===== config.mk =====
export PLATFORM = sky130hd
export DESIGN_NAME = lsu_mem_port_flat
export DESIGN_NICKNAME = d
export VERILOG_FILES = /design/src/rtl/lsu_mem_port_if.sv /design/src/rtl/lsu_mem_port.sv /design/src/flat_wrapper.sv
export SDC_FILE = /design/constraint.sdc
export NUM_CORES = 1
export LEC_CHECK = 0
export ABC_AREA = 1
export BUFFER_PORTS_ARGS = -buffer_cell sky130_fd_sc_hd__buf_2
export CAP_MARGIN = 5
export CORE_AREA = 3 3 148 165
export CTS_BUF_LIST = sky130_fd_sc_hd__clkbuf_2
export DETAILED_ROUTE_END_ITERATION = 12
export DIE_AREA = 0 0 151 168
export SETUP_SLACK_MARGIN = 0.15
export SYNTH_ARGS = -nofsm -noshare
export SYNTH_HDL_FRONTEND = slang
export SYNTH_SLANG_ARGS = --single-unit

===== constraint.sdc =====
create_clock -name clk_in -period 4.85 [get_ports clk_in]
set_input_delay 0.2425 -clock clk_in [delete_from_list [all_inputs] [get_ports clk_in]]
set_output_delay 0.2425 -clock clk_in [all_outputs]
set_load 0.02 [all_outputs]

===== src/rtl/lsu_mem_port_if.sv =====
// Core request/response and shared memory bus signals of the load/store unit.
// The unit connects through the slave modport; the core/bus side uses master.
interface lsu_mem_port_if #(
    parameter int unsigned DATA_WIDTH = 32
);
    logic                      req_valid;
    logic                      req_ready;
    logic                      req_is_store;
    logic [2:0]                req_func;
    logic [31:0]               req_addr;
    logic [31:0]               req_wdata;
    logic [4:0]                req_dst;

    logic [31:0]               bus_addr;
    logic                      bus_dispatch_read;
    logic                      bus_dispatch_write;
    logic [DATA_WIDTH/8-1:0]   bus_byte_en;
    logic [DATA_WIDTH-1:0]     bus_write_data;
    logic                      bus_busy;
    logic [DATA_WIDTH-1:0]     bus_read_data;

    logic                      resp_valid;
    logic                      resp_ready;
    logic                      resp_we;
    logic [4:0]                resp_dst;
    logic [31:0]               resp_data;
    logic [1:0]                resp_err;

    modport slave (
        input  req_valid, req_is_store, req_func, req_addr, req_wdata, req_dst,
        input  bus_busy, bus_read_data, resp_ready,
        output req_ready, bus_addr, bus_dispatch_read, bus_dispatch_write,
        output bus_byte_en, bus_write_data,
        output resp_valid, resp_we, resp_dst, resp_data, resp_err
    );

    modport master (
        output req_valid, req_is_store, req_func, req_addr, req_wdata, req_dst,
        output bus_busy, bus_read_data, resp_ready,
        input  req_ready, bus_addr, bus_dispatch_read, bus_dispatch_write,
        input  bus_byte_en, bus_write_data,
        input  resp_valid, resp_we, resp_dst, resp_data, resp_err
    );
endinterface


===== src/rtl/lsu_mem_port.sv =====
// Load/store unit: one request at a time, byte-lane alignment, load extension, bus watchdog.
// Define LSU_MISALIGN_SPLIT_EN to split misaligned accesses into one or two bus beats.
module lsu_mem_port #(
    parameter int unsigned DATA_WIDTH = 32,
    parameter int unsigned MIN_WAIT   = 1,
    parameter int unsigned TIMEOUT    = 255
) (
    input logic          clk_in,
    input logic          rst_in,
    lsu_mem_port_if.slave io
);
    localparam int unsigned BYTES = DATA_WIDTH / 8;
    localparam int unsigned OFS   = $clog2(BYTES);
    localparam int unsigned B2    = 2 * BYTES;
    localparam int unsigned W2    = 2 * DATA_WIDTH;
    localparam int unsigned CMAX  = (TIMEOUT > 15) ? TIMEOUT : 15;
    localparam int unsigned CW    = $clog2(CMAX + 2);
    localparam logic [CW-1:0] MIN_C = CW'(MIN_WAIT);
    localparam logic [CW-1:0] TMO_C = CW'(TIMEOUT);

    typedef enum logic [2:0] {IDLE, DISPATCH, WAIT, DISPATCH2, WAIT2, RESP} state_t;
    state_t state, state_n;

    logic                  is_store_q;
    logic [2:0]            func_q;
    logic [31:0]           addr_q;
    logic [31:0]           wdata_q;
    logic [4:0]            dst_q;
    logic [1:0]            err_q;
    logic [CW-1:0]         cnt, cnt_n, cnt_inc;
    logic [DATA_WIDTH-1:0] rdata_lo, rdata_hi;

    logic                  illegal, misaligned, two_beat;
    logic                  beat_ok, tmo_hit, beat_done, beat_tmo;
    logic [OFS-1:0]        ofs;
    logic [B2-1:0]         sz_mask, mask;
    logic [W2-1:0]         wd_wide;
    logic [31:0]           base1, base2, rd, ext;

    always_comb begin
        illegal = 1'b0;
        unique case (io.req_func)
            3'b000, 3'b001, 3'b010: illegal = 1'b0;
            3'b100, 3'b101:         illegal = io.req_is_store;
            default:                illegal = 1'b1;
        endcase
    end

    assign ofs   = addr_q[OFS-1:0];
    assign base1 = {addr_q[31:OFS], {OFS{1'b0}}};
    assign base2 = base1 + 32'(BYTES);

    always_comb begin
        unique case (func_q[1:0])
            2'b00:   sz_mask = B2'(1);
            2'b01:   sz_mask = B2'(3);
            default: sz_mask = B2'(15);
        endcase
    end

    // Lanes and data are built over two bus words; the upper word feeds the second beat.
    assign mask    = sz_mask << ofs;
    assign wd_wide = W2'(wdata_q) << {ofs, 3'b000};

`ifdef LSU_MISALIGN_SPLIT_EN
    assign misaligned = 1'b0;
    assign two_beat   = |mask[B2-1:BYTES];
`else
    assign misaligned = (io.req_func[1:0] == 2'b01 && io.req_addr[0]) ||
                        (io.req_func[1:0] == 2'b10 && io.req_addr[1:0] != 2'b00);
    assign two_beat   = 1'b0;
`endif

    assign rd = 32'({rdata_hi, rdata_lo} >> {ofs, 3'b000});

    always_comb begin
        unique case (func_q)
            3'b000:  ext = {{24{rd[7]}}, rd[7:0]};
            3'b100:  ext = {24'd0, rd[7:0]};
            3'b001:  ext = {{16{rd[15]}}, rd[15:0]};
            3'b101:  ext = {16'd0, rd[15:0]};
            default: ext = rd;
        endcase
    end

    assign cnt_inc = (&cnt) ? cnt : cnt + 1'b1;
    assign beat_ok = (cnt_inc >= MIN_C) && !io.bus_busy;
    assign tmo_hit = (TIMEOUT != 0) && (cnt_inc == TMO_C);

    always_comb begin
        state_n               = state;
        cnt_n                 = cnt;
        beat_done             = 1'b0;
        beat_tmo              = 1'b0;
        io.bus_addr           = '0;
        io.bus_dispatch_read  = 1'b0;
        io.bus_dispatch_write = 1'b0;
        io.bus_byte_en        = '0;
        io.bus_write_data     = '0;
        unique case (state)
            IDLE: begin
                if (io.req_valid)
                    state_n = (illegal || misaligned) ? RESP : DISPATCH;
            end
            DISPATCH, WAIT: begin
                io.bus_addr       = base1;
                io.bus_byte_en    = mask[BYTES-1:0];
                io.bus_write_data = wd_wide[DATA_WIDTH-1:0];
                if (state == DISPATCH) begin
                    io.bus_dispatch_read  = !is_store_q;
                    io.bus_dispatch_write = is_store_q;
                    cnt_n   = '0;
                    state_n = WAIT;
                end else begin
                    cnt_n = cnt_inc;
                    if (beat_ok) begin
                        beat_done = 1'b1;
                        state_n   = two_beat ? DISPATCH2 : RESP;
                    end else if (tmo_hit) begin
                        beat_tmo = 1'b1;
                        state_n  = RESP;
                    end
                end
            end
            DISPATCH2, WAIT2: begin
                io.bus_addr       = base2;
                io.bus_byte_en    = mask[B2-1:BYTES];
                io.bus_write_data = wd_wide[W2-1:DATA_WIDTH];
                if (state == DISPATCH2) begin
                    io.bus_dispatch_read  = !is_store_q;
                    io.bus_dispatch_write = is_store_q;
                    cnt_n   = '0;
                    state_n = WAIT2;
                end else begin
                    cnt_n = cnt_inc;
                    if (beat_ok) begin
                        beat_done = 1'b1;
                        state_n   = RESP;
                    end else if (tmo_hit) begin
                        beat_tmo = 1'b1;
                        state_n  = RESP;
                    end
                end
            end
            RESP: begin
                if (io.resp_ready)
                    state_n = IDLE;
            end
            default: state_n = IDLE;
        endcase
    end

    always_ff @(posedge clk_in or posedge rst_in) begin
        if (rst_in) begin
            state      <= IDLE;
            cnt        <= '0;
            is_store_q <= 1'b0;
            func_q     <= '0;
            addr_q     <= '0;
            wdata_q    <= '0;
            dst_q      <= '0;
            err_q      <= '0;
            rdata_lo   <= '0;
            rdata_hi   <= '0;
        end else begin
            state <= state_n;
            cnt   <= cnt_n;
            if (state == IDLE && io.req_valid) begin
                is_store_q <= io.req_is_store;
                func_q     <= io.req_func;
                addr_q     <= io.req_addr;
                wdata_q    <= io.req_wdata;
                dst_q      <= io.req_dst;
                err_q      <= illegal ? 2'b11 : (misaligned ? 2'b01 : 2'b00);
                rdata_lo   <= '0;
                rdata_hi   <= '0;
            end
            if (beat_done) begin
                if (state == WAIT) rdata_lo <= io.bus_read_data;
                else               rdata_hi <= io.bus_read_data;
            end
            if (beat_tmo)
                err_q <= 2'b10;
        end
    end

    assign io.req_ready  = (state == IDLE);
    assign io.resp_valid = (state == RESP);
    assign io.resp_err   = (state == RESP) ? err_q : 2'b00;
    assign io.resp_dst   = (state == RESP) ? dst_q : 5'd0;
    assign io.resp_data  = (state == RESP && !is_store_q && err_q == 2'b00) ? ext : 32'd0;
    assign io.resp_we    = (state == RESP) && !is_store_q && (err_q == 2'b00) && (dst_q != 5'd0);
endmodule


===== src/flat_wrapper.sv =====
// flat-port wrapper written by rule: the top's interface ports become plain ports
module lsu_mem_port_flat 
#(
    parameter int unsigned DATA_WIDTH = 32,
    parameter int unsigned MIN_WAIT   = 1,
    parameter int unsigned TIMEOUT    = 255
)
  (clk_in, rst_in, io_req_valid, io_req_is_store, io_req_func, io_req_addr, io_req_wdata, io_req_dst, io_bus_busy, io_bus_read_data, io_resp_ready, io_req_ready, io_bus_addr, io_bus_dispatch_read, io_bus_dispatch_write, io_bus_byte_en, io_bus_write_data, io_resp_valid, io_resp_we, io_resp_dst, io_resp_data, io_resp_err);
  lsu_mem_port_if #(.DATA_WIDTH(DATA_WIDTH)) io_i ();
  input logic clk_in;
  input logic rst_in;
  input wire logic [$bits(io_i.req_valid)-1:0] io_req_valid;
  input wire logic [$bits(io_i.req_is_store)-1:0] io_req_is_store;
  input wire logic [$bits(io_i.req_func)-1:0] io_req_func;
  input wire logic [$bits(io_i.req_addr)-1:0] io_req_addr;
  input wire logic [$bits(io_i.req_wdata)-1:0] io_req_wdata;
  input wire logic [$bits(io_i.req_dst)-1:0] io_req_dst;
  input wire logic [$bits(io_i.bus_busy)-1:0] io_bus_busy;
  input wire logic [$bits(io_i.bus_read_data)-1:0] io_bus_read_data;
  input wire logic [$bits(io_i.resp_ready)-1:0] io_resp_ready;
  output wire logic [$bits(io_i.req_ready)-1:0] io_req_ready;
  output wire logic [$bits(io_i.bus_addr)-1:0] io_bus_addr;
  output wire logic [$bits(io_i.bus_dispatch_read)-1:0] io_bus_dispatch_read;
  output wire logic [$bits(io_i.bus_dispatch_write)-1:0] io_bus_dispatch_write;
  output wire logic [$bits(io_i.bus_byte_en)-1:0] io_bus_byte_en;
  output wire logic [$bits(io_i.bus_write_data)-1:0] io_bus_write_data;
  output wire logic [$bits(io_i.resp_valid)-1:0] io_resp_valid;
  output wire logic [$bits(io_i.resp_we)-1:0] io_resp_we;
  output wire logic [$bits(io_i.resp_dst)-1:0] io_resp_dst;
  output wire logic [$bits(io_i.resp_data)-1:0] io_resp_data;
  output wire logic [$bits(io_i.resp_err)-1:0] io_resp_err;
  assign io_i.req_valid = io_req_valid;
  assign io_i.req_is_store = io_req_is_store;
  assign io_i.req_func = io_req_func;
  assign io_i.req_addr = io_req_addr;
  assign io_i.req_wdata = io_req_wdata;
  assign io_i.req_dst = io_req_dst;
  assign io_i.bus_busy = io_bus_busy;
  assign io_i.bus_read_data = io_bus_read_data;
  assign io_i.resp_ready = io_resp_ready;
  assign io_req_ready = io_i.req_ready;
  assign io_bus_addr = io_i.bus_addr;
  assign io_bus_dispatch_read = io_i.bus_dispatch_read;
  assign io_bus_dispatch_write = io_i.bus_dispatch_write;
  assign io_bus_byte_en = io_i.bus_byte_en;
  assign io_bus_write_data = io_i.bus_write_data;
  assign io_resp_valid = io_i.resp_valid;
  assign io_resp_we = io_i.resp_we;
  assign io_resp_dst = io_i.resp_dst;
  assign io_resp_data = io_i.resp_data;
  assign io_resp_err = io_i.resp_err;
  lsu_mem_port #(.DATA_WIDTH(DATA_WIDTH), .MIN_WAIT(MIN_WAIT), .TIMEOUT(TIMEOUT)) u_core (.clk_in(clk_in), .rst_in(rst_in), .io(io_i));
endmodule

After elaboration in Yosys (flattened, before gate mapping)

Index checks and enable logic that the tools add are counted.

Flip-flop bits (word level): 151
Latch bits: 0
Bits in writable memories: 0
Memory bits (read-only): 0
Bits of input ports: 110
Output and inout bits: 112
Word-level logic and storage cells: 106
Memories kept: 0

Add/sub/neg operators: 2
Multipliers: 0
Divide/modulo/power cells: 0
Magnitude comparators: 1
Eq/ne operators: 18
Shift-type cells: 3
Muxes and demuxes: 46
Bitwise operators: 0
Reduce and logical (&&, ||, !) cells: 26

Operator list:

| cell                                                 | count |
|---|---|
| 2-to-1 mux 32 bit                                    | 7 |
| case mux 32 bit (2 select lines)                     | 2 |
| case mux 32 bit (4 select lines)                     | 1 |
| << shifter 32 x 5 -> 64 bit                          | 1 |
| >> shifter 64 x 5 -> 32 bit                          | 1 |
| adder 32 x 3 -> 32 bit (second input constant)       | 1 |
| 2-to-1 mux 9 bit                                     | 3 |
| 2-to-1 mux 3 bit                                     | 7 |
| equality test 3 bit (second input constant)          | 6 |
| case mux 9 bit (2 select lines)                      | 1 |
| case mux 4 bit (2 select lines)                      | 2 |
| 2-to-1 mux 1 bit                                     | 12 |
| case mux 3 bit (4 select lines)                      | 1 |
| case mux 1 bit (2 select lines)                      | 5 |
| adder 9 x 1 -> 9 bit (second input constant)         | 1 |
| equality test 3 x 1 -> 1 bit (second input constant) | 3 |
| equality test 3 x 2 -> 1 bit (second input constant) | 3 |
| equality test 9 x 8 -> 1 bit (second input constant) | 1 |
| >= comparator 9 x 1 -> 1 bit (second input constant) | 1 |
| zero test 3 bit                                      | 3 |
| AND reduction 9 bit                                  | 1 |
| 2-to-1 mux 2 bit                                     | 4 |
| << shifter 4 x 2 -> 8 bit                            | 1 |
| logical AND 1 bit                                    | 7 |
| other kinds (12)                                     | 21 |

Longest topological paths before layout

Depth in word-level cells: 8
Gate-level depth with buffers: 17
Depth with buffers taken out: 15

Worst setup path after synthesis

Ideal clock, no wire load.

Path kind: reg-to-output
From: reg u_core.state[2]
To: out io_resp_data[19]
Arrival: 1.946 ns
Required time: 4.608 ns
Slack: 2.662 ns
Stages on the path, launching flop included: 8
Path buffers: 1
Cells stage by stage: dfrtp_1 -> inv_2 -> nor3_2 -> inv_2 -> nor4_4 -> nand2_1 -> buf_2 -> nor2_1

Longest elaborated chain between the ends: 4

RTL lines:

| element                        | RTL line            | text |
|---|---|---|
| from (decl)                    | lsu_mem_port.sv:22  | `state_t state, state_n;` |
| from (signal assigned)         | lsu_mem_port.sv:166 | `state <= state_n;` |
| equality test 3 bit            | n/a                 |  |
| via io_resp_valid              | flat_wrapper.sv:27  | `output wire logic [$bits(io_i.resp_valid)-1:0] io_resp_valid;` |
| logical AND 1 bit (2 in a row) | lsu_mem_port.sv:191 | `assign io.resp_data = (state == RESP && !is_store_q && err_q == 2'b00) ? ext : 32'd0;` |
| 2-to-1 mux 32 bit              | lsu_mem_port.sv:191 |  |
| to (decl)                      | flat_wrapper.sv:30  | `output wire logic [$bits(io_i.resp_data)-1:0] io_resp_data;` |

The timed path passes the listed nets, and every way through them passes these cells.

Worst setup path in the final report

From: reg u_core.state[0]
To: out io_bus_write_data[4]

Longest elaborated chain between the ends: 3
Elaborated cells on any way between the ends: 7
Those cells by class: eq/ne: 4; mux: 1; reduce/logical: 2

RTL lines:

| element                                     | RTL line            | text |
|---|---|---|
| equality test 3 bit (tied with other cells) | lsu_mem_port.sv:100 | `unique case (state)` |
| OR reduction 2 bit                          | lsu_mem_port.sv:100 |  |
| case mux 32 bit (2 select lines) (*)        | lsu_mem_port.sv:100 |  |
| to (decl)                                   | flat_wrapper.sv:26  | `output wire logic [$bits(io_i.bus_write_data)-1:0] io_bus_write_data;` |

Mark *: on every way between the ends. The rest lies on a longest branch, timed or not.

==> impl_results.md <==
- Status: finished clean
- Count of cells resized by post-cts repair: 0
- Leading cell type in the layout, fill and taps excluded: nand2_1
- Final period utilization: 84.4%
- Portion of total power attributed to the clock network: 11.5%
- Synth cell types: 49
- Clock tree from TritonCTS: done
- Count of yosys warnings during synthesis: 0
- Final worst-path setup slack: 0.755 ns
- Pre-CTS WS: 1.60 ns
- Setup total negative slack: 0 ns
- Count of maximum capacitance violations: 0
- Grt ovf: 0
- Die boundary width: 151 um
- Remaining number of nets flagged by the antenna check after routing: 0
- Sequential fraction of design power: 31.1%
- DRT Wirelength: 30600 um
- Family with the most delay on the worst path: simple AND/OR/NAND/NOR gates
- Cell at the root of the clock tree: clkbuf_2
- Total power density per cell area: 587 mW/mm2
- H-tree depth: 4
- Post-Layout Inst Area: 0.0117 mm2
- Highest metal layer with signal wires: met4
- Setup violations, final: 0
- Number of storage elements in the synthesis netlist: 143
- IO buf count: 219
- Fraction of final layout cells sized beyond drive strength 1: 21.8%
- Number of vias per cell after detailed routing: 5.19
- Worst reg2reg path depth: 14
- Final Max Tran Viols: 0
- Overall routing resource usage: 24.3%
- Starting density of the core: 39.9%
- Number of global-route vias before repair: 9458
- RSZ-0062 raised after global routing: false
- Number of antenna violations at the first check in global routing: 1
- Filler Cells Inserted: 2316
- Netlist area before placement: 0.00909 mm2
- Initial detailed-routing violation count: 753
- Area grow syn2layout: 28.5%
- Leakage Power: 5.70 nW
- Critical Path Sink Type: primary output
- Top-level port count: 222
- Maximum number of pins on one net before global-route repair: 120
- Y dimension of the die: 168 um
- Post-route DRC: 0
- CP most frequent cell: inv_1
- Area of the core: 0.0228 mm2
- Number of buffers inserted for hold repair after clock tree synthesis: 115
- Routed met2 length: 14600 um
- FFs w/ async S/R, synth: 100%
- Average wire per cell in the routed design: 16.4 um
- Type of element launching the critical path: flip-flop
- HPWL Detailed: 21700 um
- Critical Path, Cell by Cell: inv_1 -> nand2_1 -> nor2_1 -> nor2_2 -> buf_4 -> inv_1 -> nand3_1 -> o22ai_1 -> buf_2
- Worst Hold Slack: 0.207 ns
- Maximum clock frequency: 244 MHz
- Post-route met1 wirelength: 13700 um
- Number of buffers between clock root and the deepest sink: 2
- Worst path arrival time: 3.85 ns
- Met3 wire len: 1670 um
- RePlAce Congestion: 0.913
- Worst path buffer plus inverter count: 4
- Internal portion of total power: 3.20 mW
- Synthesized instance count: 1269
- Logic depth of the worst setup path including buffers: 9
- Least-Margin Pin Slew: 1.08 ns
- Share of the synthesized area in the top cell type: 39.4%
- TritonCTS buffer count: 17
- Wire length of the first global-routing pass: 49200 um
- TritonCTS sink count: 143
- Placement-stage cell area: 0.0102 mm2
- Final Skew: 0.0479 ns
- Worst-path cell with the longest stage delay: nor2_1
- Headroom to the max-slew limit: 28.1%
- Worst-case vdd ir drop: 0.278 mV
- Worst-skew pair later-pin latency: 0.72 ns
- Worst hold-check path type: input pin to async pin
- Data required time at the worst endpoint: 4.61 ns
- Yosys top cell by area: dfrtp_1
- Type of the worst setup path: flip-flop to primary output
- Setup Buffers After CTS: 0
- Slowest cell delay on critical path: 0.53 ns
- Commonest cells after routing, fill and taps aside: nand2_1 (327), buf_2 (219), o21ai_0 (150)
- CTS clock-pin slew for the worst setup and hold paths: 0.23 ns
- Final Net Count: 1666
- Number of optimization iterations in the first detailed-route pass: 7
- Die outline area: 0.0254 mm2
- Power, Total: 6.85 mW
- Power dissipated by switching net loads: 3.65 mW
- Share of total power consumed by net switching: 53.3%
- Mean instance size in the synthesized netlist: 7.16 um2
- Post-synth top flop: dfrtp_1
- Row count: 58
- Seq/Total Area, Yosys: 39.4%
- Final Hold Violating Endpoints: 0
- Largest cells by area after synthesis: dfrtp_1 (39%), nand2_1 (14%), o21ai_0 (8.3%)
- Combinational share of power: 57.3%
- Via count: 9693
- Maximum fanout encountered on the critical timing path: 27
- Min Tclk post-route: 4.09 ns
- Number of synthesized flops with an enable pin: 0
power by group through the flow:
stage | Sequential [mW] | Combinational [mW] | Clock [mW]
global placement | 2.14 | 3.81 | 0
finish | 2.13 | 3.93 | 0.790
global route | 2.20 | 4.40 | 0.865
CTS | 2.12 | 3.93 | 0.813
floorplan | 1.96 | 2.86 | 0
detailed placement | 2.15 | 3.84 | 0
cell type report:
cell class | instances | area [um2] | area share [%]
inverter | 134 | 508 | 4.35
antenna | 1 | 2.50 | 0.0214
timing repair buffer | 344 | 2320 | 19.9
tap | 300 | 375 | 3.22
clock inverter | 14 | 181 | 1.55
multi-input combinational | 914 | 4610 | 39.5
sequential | 143 | 3580 | 30.7
clock buffer | 18 | 90.1 | 0.772
registers in the layout, summed over array words and instances (netlist names):
name / count
u_core.addr_q: 32
u_core.rdata_lo: 32
u_core.wdata_q: 32
u_core.rdata_hi: 24
u_core.cnt: 9
u_core.dst_q: 5
u_core.func_q: 3
u_core.state: 3
u_core.err_q: 2
u_core.is_store_q: 1
worst paths after layout:
| check | from | to | slack (ns) |
|---|---|---|---|
| worst max-delay path | u_core.state[0] | io_bus_write_data[4] | 0.76 |
| worst min register to register | u_core.wdata_q[12] | u_core.wdata_q[12] | 0.53 |
| worst max register to register | u_core.cnt[0] | u_core.state[0] | 2.05 |
| worst min-delay path | rst_in | u_core.state[0] | 0.21 |
| min in group clk_in | io_req_wdata[26] | u_core.wdata_q[26] | 0.24 |
| max in group asynchronous | rst_in | u_core.cnt[1] | 3.54 |
Yosys cell counts, types with 11 or more instances:
| cell | n |
|---|---|
| o21ai_1 | 21 |
| mux2i_1 | 11 |
| inv_1 | 125 |
| nor2_1 | 83 |
| o211ai_1 | 14 |
| nand4_1 | 11 |
| dfrtp_1 | 143 |
| nand2_1 | 327 |
| clkbuf_1 | 44 |
| a31oi_1 | 15 |
| nand3_1 | 93 |
| o22ai_1 | 23 |
| o21ai_2 | 20 |
| buf_2 | 14 |
| or2_2 | 11 |
| o21ai_0 | 150 |
| nand3_2 | 19 |
| a21oi_1 | 43 |
| nor3_1 | 15 |
kinds of logic after synthesis:
kind of cell	Yosys count	synth area share (%)
AOI/OAI and AO/OA	310	20.0
xor gates and xnor gates	8	0.771
other	1	0.0413
buffers and inverters	213	9.98
and+or+nand+nor	581	28.4
DFF	143	39.4
adders and majority gates	2	0.275
muxes	11	1.21
per-layer routing:
metal | GRT usage, % | vias up
li1 | - | 4797
met2 | 40.4 | 335
met3 | 3.82 | 38
met5 | 0 | -
met4 | 6.78 | 0
met1 | 32.7 | 4523
worst reg2reg max path, cell delays in order, from the launching register on:
cell	delay (ns)
dfrtp_1	0.53
ha_1	0.29
nand2_2	0.08
nor2_2	0.12
nand3_2	0.26
nand3_1	0.20
nand2_1	0.07
nor2_1	0.13
nand3_1	0.18
nand3_1	0.14
nand2_1	0.06
nand2_1	0.07
nand2_1	0.05
nand2_1	0.05
dlygate4sd3_1	0.53
per-stage QoR:
| stage | utilization [%] | instances |
|---|---|---|
| finish | 51.2 | 1868 |
| global route | 51.2 | 1868 |
| CTS | 51.2 | 1867 |
| detailed placement | 45.0 | 1720 |
| global placement | 45.0 | 1720 |
| floorplan | - | 1270 |
Power figures use the tool's default switching activity.
